--- config.mk ---
export PLATFORM = sky130hd
export DESIGN_NAME = bin2bcd_seq
export DESIGN_NICKNAME = d
export VERILOG_FILES = /design/src/rtl/bin2bcd_seq.sv
export SDC_FILE = /design/constraint.sdc
export NUM_CORES = 1
export LEC_CHECK = 0
export CAP_MARGIN = 20
export CELL_PAD_IN_SITES_DETAIL_PLACEMENT = 1
export CELL_PAD_IN_SITES_GLOBAL_PLACEMENT = 1
export CORE_UTILIZATION = 41
export CTS_CLUSTER_SIZE = 40
export DETAILED_ROUTE_END_ITERATION = 7
export GPL_TIMING_DRIVEN = 0
export PLACE_DENSITY = 0.8
export SLEW_MARGIN = 5
export SYNTH_ARGS = -nofsm -noshare
export SYNTH_HDL_FRONTEND = slang
export SYNTH_SLANG_ARGS = --single-unit
--- constraint.sdc ---
create_clock -name sys_clk -period 1.9 [get_ports sys_clk]
set_clock_uncertainty 0.15 [all_clocks]
set_input_delay 0.285 -clock sys_clk [delete_from_list [all_inputs] [get_ports sys_clk]]
set_output_delay 0.285 -clock sys_clk [all_outputs]
set_load 0.005 [all_outputs]
--- src/rtl/bin2bcd_seq.sv ---
// Sequential binary-to-BCD converter (shift-and-add-3).
// One accepted request is converted MSB-first over BIN_W shift cycles plus one
// commit cycle. The result is held on bcd_out until the next completion or reset.
module bin2bcd_seq #(
    parameter int BIN_W   = 20,
    parameter int DIGITS  = 6,
    parameter int MAX_VAL = 999_999
) (
    input  logic                  sys_clk,
    input  logic                  rst_n,
    input  logic [BIN_W-1:0]      bin_in,
    input  logic                  conv_req,
    output logic                  busy,
    output logic [4*DIGITS-1:0]   bcd_out,
    output logic                  bcd_valid,
    output logic                  ovf
);

    localparam int               BCD_W = 4 * DIGITS;
    localparam int               CNT_W = $clog2(BIN_W + 1);
    localparam logic [BIN_W-1:0] MAX_V = BIN_W'(MAX_VAL);
    localparam logic [CNT_W-1:0] LAST  = CNT_W'(BIN_W - 1);

    typedef enum logic [1:0] {IDLE, SHIFT, DONE} state_t;

    state_t           state;
    logic [BIN_W-1:0] src;
    logic [BCD_W-1:0] scratch;
    logic [BCD_W-1:0] scr_adj;
    logic [CNT_W-1:0] cnt;
    logic             ovf_i;

    // Per-digit add-3 correction; each nibble is adjusted on its own, no carry
    // crosses a nibble boundary.
    for (genvar d = 0; d < DIGITS; d++) begin : g_adj
        assign scr_adj[4*d +: 4] = (scratch[4*d +: 4] >= 4'd5) ? scratch[4*d +: 4] + 4'd3
                                                               : scratch[4*d +: 4];
    end

    // Control FSM, datapath and registered outputs.
    always_ff @(posedge sys_clk) begin
        if (!rst_n) begin
            state     <= IDLE;
            src       <= '0;
            scratch   <= '0;
            cnt       <= '0;
            ovf_i     <= 1'b0;
            busy      <= 1'b0;
            bcd_out   <= '0;
            bcd_valid <= 1'b0;
            ovf       <= 1'b0;
        end else begin
            bcd_valid <= 1'b0;
            case (state)
                IDLE: begin
                    if (conv_req) begin
                        // Out-of-range values saturate so the display never
                        // needs more than DIGITS digits.
                        src     <= (bin_in > MAX_V) ? MAX_V : bin_in;
                        ovf_i   <= (bin_in > MAX_V);
                        scratch <= '0;
                        cnt     <= '0;
                        busy    <= 1'b1;
                        state   <= SHIFT;
                    end
                end
                SHIFT: begin
                    // Adjust then shift {scratch,src} left by one in a single step.
                    scratch <= {scr_adj[BCD_W-2:0], src[BIN_W-1]};
                    src     <= {src[BIN_W-2:0], 1'b0};
                    cnt     <= cnt + 1'b1;
                    if (cnt == LAST) state <= DONE;
                end
                DONE: begin
                    bcd_out   <= scratch;
                    ovf       <= ovf_i;
                    bcd_valid <= 1'b1;
                    busy      <= 1'b0;
                    state     <= IDLE;
                end
                default: state <= IDLE;
            endcase
        end
    end

endmodule

==> key figures, run 1 <==
Clock tree
  – Hold_buf cts: 0
  – CTS root buffer: clkbuf_8
  – CTS max path bufs: 2
  – Total CTS buffers: 9
  – Sink Count: approximately 80
  – Clock Pin Slew Worst Setup and Hold Paths: 0.08 ns
  – CTS tree: yes
  – Clock latency on the worst-skew pair: approximately 0.36 ns
  – H-tree Lvls: 3

Route
  – Routed length per placed instance: between 15 and 20 um
  – Vias: just under 3,000
  – Mean number of vias per cell: around 5.5
  – Residual DRC: 0
  – Routed WL: approximately 8700 um
  – Total iterations of the first detailed-routing run: 4
  – Drt initial violations: 79
  – Detail Route Antenna Nets: 0

Pwr
  – LEAKAGE: 1.55 nW
  – Overall Power: around 3.5 mW
  – P per Cell Area: 816 mW/mm^2
  – Worst ir drop on vdd: 351 uV

Logic synthesis
  – Register area share after synthesis: between 40% and 50%
  – Post-synth cell types: 46
  – Post-Syn Instances: between 300 and 400
  – Asr flop ratio synth: 0%
  – Yosys warns: 0
  – Post-synth net total: between 400 and 500
  – Synth Register Bits: 79
  – Cell Area, Synth: around 0.0034 sq mm
  – Post-synth EDFFs: 0
  – Syn_area_per_cell: 9.14 sq um
  – Ys flop type: dfxtp_1

Critical path
  – CP arrival: 1.88 ns
  – CP startpoint kind: input pin
  – Crit. End Element: flip-flop
  – R2R cell count: 6
  – Worst path depth: 6
  – Crit path kind: input pin to flip-flop
  – Max incr delay on CP: 0.48 ns
  – Crit-path slowest cell: clkdlybuf4s50_1
  – CP delay by family, top: buffers and inverters
  – Worst EP required: 1.97 ns
  – Critical path buffers and inverters: 2
  – Max FO, Critical Path: 10
  – Crit-path cells: clkdlybuf4s50_1 -> and4_1 -> o21ai_0 -> a31oi_2 -> buf_4 -> o32ai_1

Floorplanning
  – Site row count: 32
  – Initial core utilization: between 40% and 50%
  – Die Ht: 93.0 um
  – Io pins: 50
  – Die X: between 90 and 100 um
  – Core ar.: around 0.008 sq mm
  – Die area: just under 0.009 sq mm

Global routing
  – Grt total ovfl: 0
  – Global-route wire length before repair: 14,600 um
  – Initial antenna violation count: 0
  – Vias in the first global route: about 3,000
  – Largest net degree at the start of global routing: 15
  – Global Route Usage Sum: 21.7%

Layout
  – Ratio of cells with drive above 1 in the final layout: 10.8%
  – Diodes inserted: 0
  – Area Overhead vs Synth: 25.9%
  – FILL cells: a little over 900
  – Finished Layout Cells: around 540
  – Final nets: roughly 470

STA
  – Final setup vio count: 0
  – Tmin final: roughly 1.8 ns
  – Final period utilization: around 95%
  – Slew Viols, Final: 0
  – Hold Vio Cnt, Final: 0
  – Post-Route Setup TNS: 0 ns
  – RSZ-0062 raised after global routing: yes
  – Worst slew margin: approximately two thirds
  – F_max: between 500 and 600 MHz
  – Slew of the pin with the lowest slew margin: ~0.52 ns

Worst hold path
  – Hold Crit Class: input pin to flip-flop
  – Worst Hold Depth: 4

Placement
  – Placed Instances: 521
  – Post-detail-place hpwl: 6180 um
  – Gp weighted congestion: just over 0.8
  – Port buffer count: between 40 and 50

Status
  – Outcome: completed

Run
  – Max cap viols: 0
## where the power goes
part           leakage, nW  switching [mW]  total (mW)  internal, mW
Clock                0.105           0.650        1.43         0.780
Sequential           0.642          0.0347        1.74          1.71
Combinational        0.804           0.180       0.311         0.131
Total                 1.55           0.865        3.48          2.62
## cell type report
type,count,area [sq um],area share [%]
Timing Repair Buffer,48,483,11.3
Inverter,14,52.6,1.23
Tap cell,102,128,2.99
Clock inverter,6,91.3,2.14
Multi-Input combinational cell,252,1660,38.9
Clock buffer,10,138,3.22
Buffer,26,134,3.14
Sequential cell,79,1580,37.1
## per-layer routing
layer  global-route usage, %  part of all wire, %
met1                    24.8                   44
met2                    39.1                   50
met3                    5.42                  3.2
met4                    7.31                  2.4
met5                       0                    0
## cells in the mapped netlist, types with 2 or more instances
cell type	n	area share (%)
nor3_1	15	2.2
o32ai_1	6	1.5
ha_1	13	4.8
o221ai_1	4	1.0
xor2_1	5	1.3
a21oi_1	28	4.1
o31a_1	6	1.5
nand3_1	15	2.2
nor2b_1	2	0.37
o21ai_0	34	5.0
nand2b_1	7	1.3
nand2_1	19	2.1
nor2_1	30	3.3
buf_6	2	0.66
dfxtp_1	79	47
a32o_1	2	0.59
or3_1	4	0.74
inv_1	14	1.5
mux2_2	6	2.0
xnor2_1	6	1.5
clkbuf_1	12	1.3
a22o_1	25	6.5
buf_2	10	1.5
and3_1	3	0.55
a31oi_1	2	0.37
nand4_1	2	0.37
## tightest hold or removal path, delay by kind of cell
| family | cells | cell delay [ns] |
|---|---|---|
| AND/OR/NAND/NOR | 1 | 0.05 |
| AO/OA/AOI/OAI | 2 | 0.21 |
| buffers and inverters | 1 | 0.17 |
## placed cells by master, fill, tap and decap left out, types with 2 or more instances in the layout
| cell type | synthesis | routed |
|---|---|---|
| dfxtp_1 | 79 | 78 |
| clkdlybuf4s50_1 | 0 | 47 |
| o21ai_0 | 34 | 34 |
| nor2_1 | 30 | 30 |
| a21oi_1 | 28 | 25 |
| a22o_1 | 25 | 25 |
| nand2_1 | 19 | 19 |
| nor3_1 | 15 | 15 |
| nand3_1 | 15 | 15 |
| inv_1 | 14 | 14 |
| ha_1 | 13 | 13 |
| clkbuf_1 | 12 | 10 |
| clkbuf_8 | 0 | 10 |
| buf_2 | 10 | 9 |
| nand2b_1 | 7 | 7 |
| mux2_2 | 6 | 6 |
| xnor2_1 | 6 | 6 |
| o32ai_1 | 6 | 6 |
| o31a_1 | 6 | 6 |
| xor2_1 | 5 | 5 |
| a21oi_2 | 1 | 4 |
| or3_1 | 4 | 4 |
| o221ai_1 | 4 | 4 |
| and3_1 | 3 | 3 |
| clkinvlp_4 | 0 | 3 |
| buf_6 | 2 | 2 |
| clkbuf_2 | 0 | 2 |
| nor2b_1 | 2 | 2 |
| a32o_1 | 2 | 2 |
| nand4_1 | 2 | 2 |
| bufinv_16 | 0 | 2 |
## flip-flops by register name, summed over array words and instances, names as in the netlist
register / flops
bcd_out: 24
bcd_valid: 1
busy: 1
cnt: 5
ovf: 1
ovf_i: 1
scratch: 24
src: 20
state: 2
## metrics by stage
step	cell area [sq um]	setup slack [ns]	hold WS [ns]	util [%]
6_report	4270	0.0960	0.244	54.4
5_1_grt	4270	-0.0153	0.262	54.4
4_1_cts	4240	0.0130	0.227	54.0
3_5_place_dp	4000	-0.413	0.317	51.0
3_3_place_gp	4000	-0.403	0.306	51.0
2_1_floorplan	3390	0.297	0.256	-
## repair_timing
action | in CTS | in global routing
setup buffers | 0 | 0
setup endpoints to repair | 6 | 19
pin swaps | 0 | 2
gates resized for setup | 1 | 12
cloned | 0 | 0
## worst paths after layout
| check | from | to | slack (ns) |
|---|---|---|---|
| setup / recovery | bin_in[19] | src[10]$_SDFFE_PN0P_ | 0.1 |
| hold / removal | rst_n | src[1]$_SDFFE_PN0P_ | 0.24 |
| setup reg to reg | scratch[1]$_SDFFE_PN0P_ | scratch[2]$_SDFFE_PN0P_ | 0.1 |
| hold reg to reg | cnt[4]$_SDFFE_PN0P_ | cnt[4]$_SDFFE_PN0P_ | 0.33 |
## cells by family after synthesis
kind of cell / count (synthesis) / share of synthesized area (%)
AOI/OAI and AO/OA: 115 / 22.9
xor gates and xnor gates: 11 / 2.84
adders and majority gates: 13 / 4.80
buffers and inverters: 40 / 5.35
DFF: 79 / 46.6
muxes: 6 / 1.99
and+or+nand+nor: 107 / 15.5
No activity file was read; power rests on OpenSTA's default activity.
==> inputs of run 2 (changes only) <==
Settings changed: SKIP_LAST_GASP set to 1.
==> key figures, run 2 (same netlist as run 1, synthesis figures left out) <==
Status
  – Outcome: completed (unchanged)

Floorplanning
  – Die Ht: 93.0 um (unchanged)
  – Site row count: 32 (unchanged)
  – Io pins: 50 (unchanged)
  – Die area: 0.00864 sq mm (unchanged)
  – Initial core utilization: 43.2% (unchanged)
  – Die X: 93.0 um (unchanged)
  – Core ar.: 0.00785 sq mm (unchanged)

Route
  – Max layer used: met4 (unchanged)
  – Total iterations of the first detailed-routing run: 4 (unchanged)
  – Met3 wire length: 279 um (unchanged)
  – WL met1: 3780 um (was 3800 um)
  – Drt initial violations: 89 (was 79)
  – Routed length per placed instance: 16.1 um (about the same)
  – Mean number of vias per cell: 5.53 (about the same)
  – Met2 wire length: 4360 um (was 4370 um)
  – Routed WL: 8630 um (was 8660 um)
  – Detail Route Antenna Nets: 0 (unchanged)
  – Residual DRC: 0 (unchanged)
  – Vias: 2,972 (was 2,968)

Placement
  – Post-detail-place hpwl: 6180 um (unchanged)
  – Placed Instances: 521 (unchanged)
  – Port buffer count: 48 (unchanged)
  – Gp weighted congestion: 0.805 (unchanged)
  – Post-DP Area: 0.00400 sq mm (unchanged)

Critical path
  – CP startpoint kind: flip-flop (was input pin)
  – Critical R2R Launch: scratch[1]$_SDFFE_PN0P_ (unchanged)
  – Worst Setup SP: scratch[1]$_SDFFE_PN0P_ (was bin_in[19])
  – Crit path kind: flip-flop to flip-flop (was input pin to flip-flop)
  – Crit. End Element: flip-flop (unchanged)
  – Reg2reg setup slack: 0.03 ns (was 0.1 ns)
  – CP arrival: 1.99 ns (was 1.88 ns)
  – Worst EP required: 2.03 ns (was 1.97 ns)
  – Max FO, Critical Path: 4 (was 10)

Layout
  – Final Core Density: 54.3% (was 54.4%)
  – Final nets: 466 (unchanged)
  – Ratio of cells with drive above 1 in the final layout: 10.6% (was 10.8%)
  – Largest regs: bcd_out x24, scratch x24, src x20 (unchanged)
  – Final Cell Area: 0.00426 sq mm (was 0.00427 sq mm)
  – Finished Layout Cells: 537 (unchanged)
  – Most frequent cells in the layout: dfxtp_1 (78), clkdlybuf4s50_1 (48), o21ai_0 (34) (was dfxtp_1 (78), clkdlybuf4s50_1 (47), o21ai_0 (34))
  – FILL cells: 934 (unchanged)
  – Diodes inserted: 0 (unchanged)
  – Most common cell after layout, fill and taps aside: dfxtp_1 (unchanged)
  – Area of the multi-input gates: 0.00166 sq mm (about the same)
  – Area Overhead vs Synth: 25.7% (was 25.9%)
  – Seq. cell area: 0.00158 sq mm (unchanged)

Run
  – Max cap viols: 0 (unchanged)

Clock tree
  – CTS tree: yes (unchanged)
  – CTS max path bufs: 2 (unchanged)
  – Sink Count: 79 (unchanged)
  – Clock Pin Slew Worst Setup and Hold Paths: 0.09 ns (was 0.08 ns)
  – Post-CTS Setup Inserts: 0 (unchanged)
  – Total CTS buffers: 9 (unchanged)
  – Clock latency on the worst-skew pair: 0.36 ns (about the same)
  – CTS root buffer: clkbuf_8 (unchanged)
  – H-tree Lvls: 3 (unchanged)

STA
  – Slew Viols, Final: 0 (unchanged)
  – F_max: 535 MHz (was 554 MHz)
  – Hold Vio Cnt, Final: 0 (unchanged)
  – RSZ-0062 raised after global routing: yes (unchanged)
  – Slew of the pin with the lowest slew margin: 0.526 ns (was 0.523 ns)
  – Hold Slack: 0.244 ns (about the same)
  – Worst slew margin: 65.0% (was 65.2%)
  – Final period utilization: 98.3% (was 94.9%)
  – Final setup vio count: 0 (unchanged)
  – Tmin final: 1.87 ns (was 1.80 ns)

Pwr
  – P per Cell Area: 816 mW/mm^2 (about the same)
  – Overall Power: 3.48 mW (about the same)
  – Worst ir drop on vdd: 351 uV (about the same)
  – LEAKAGE: 1.54 nW (was 1.55 nW)

Worst hold path
  – Hold_sp: rst_n (unchanged)
  – Hold Crit Class: input pin to flip-flop (unchanged)

Global routing
  – Initial antenna violation count: 0 (unchanged)
  – Global-route wire length before repair: 14,600 um (unchanged)
  – Global Route Usage Sum: 21.7% (unchanged)
  – Grt total ovfl: 0 (unchanged)
  – Largest net degree at the start of global routing: 15 (unchanged)
  – Vias in the first global route: 3,031 (unchanged)
-- run 2: timing repair --
item | CTS | global route
setup endpoints to repair | 6 | 19
pin swaps | 0 | 1
resized for setup | 1 | 10
hold buffers | 0 | 0
-- run 2: critical path, cell delays in order, from the launching register on --
cell	delay, ns
dfxtp_1	0.38
inv_1	0.09
ha_1	0.18
nand2b_1	0.13
a21oi_1	0.30
mux2_2	0.38
o21ai_0	0.18
-- run 2: report_power, final --
group / internal [mW] / switching [mW]
clock network: 0.780 / 0.647
registers: 1.71 / 0.0347
logic: 0.132 / 0.180
total: 2.62 / 0.862
-- run 2: layout make-up --
cell class | count | area share (%)
timing repair buffer | 48 | 11.3
clock buffer | 10 | 3.23
multi-input combinational | 252 | 38.9
tap | 102 | 2.99
sequential | 79 | 37.1
clock inverter | 6 | 2.14
inverter | 14 | 1.23
buffer | 26 | 3.14
-- run 2: worst paths after layout --
kind | endpoint | cells past startpoint
max | scratch[2]$_SDFFE_PN0P_ | 6
min | src[1]$_SDFFE_PN0P_ | 4
min reg2reg | cnt[4]$_SDFFE_PN0P_ | 2
max reg2reg | scratch[2]$_SDFFE_PN0P_ | 6
-- run 2: per-layer routing --
layer  up-vias  track usage [%]
met3        15             5.42
met5         -                0
met4         0             7.31
li1       1450                -
met1      1446             24.8
met2        61             39.1
-- run 2: metrics by stage --
stage,setup slack (ns),setup TNS [ns]
global placement,-0.403,-10.50
detailed placement,-0.413,-11.37
global route,-0.0933,-0.104
finish,0.0323,0
CTS,0.0130,0
floorplan,0.297,0
==> inputs of run 3 (changes only) <==
Settings changed: ABC_CLOCK_PERIOD_IN_PS set to 1900.
==> results of run 3 <==
The final DEF is identical to that of run 2; final timing and power are the same.
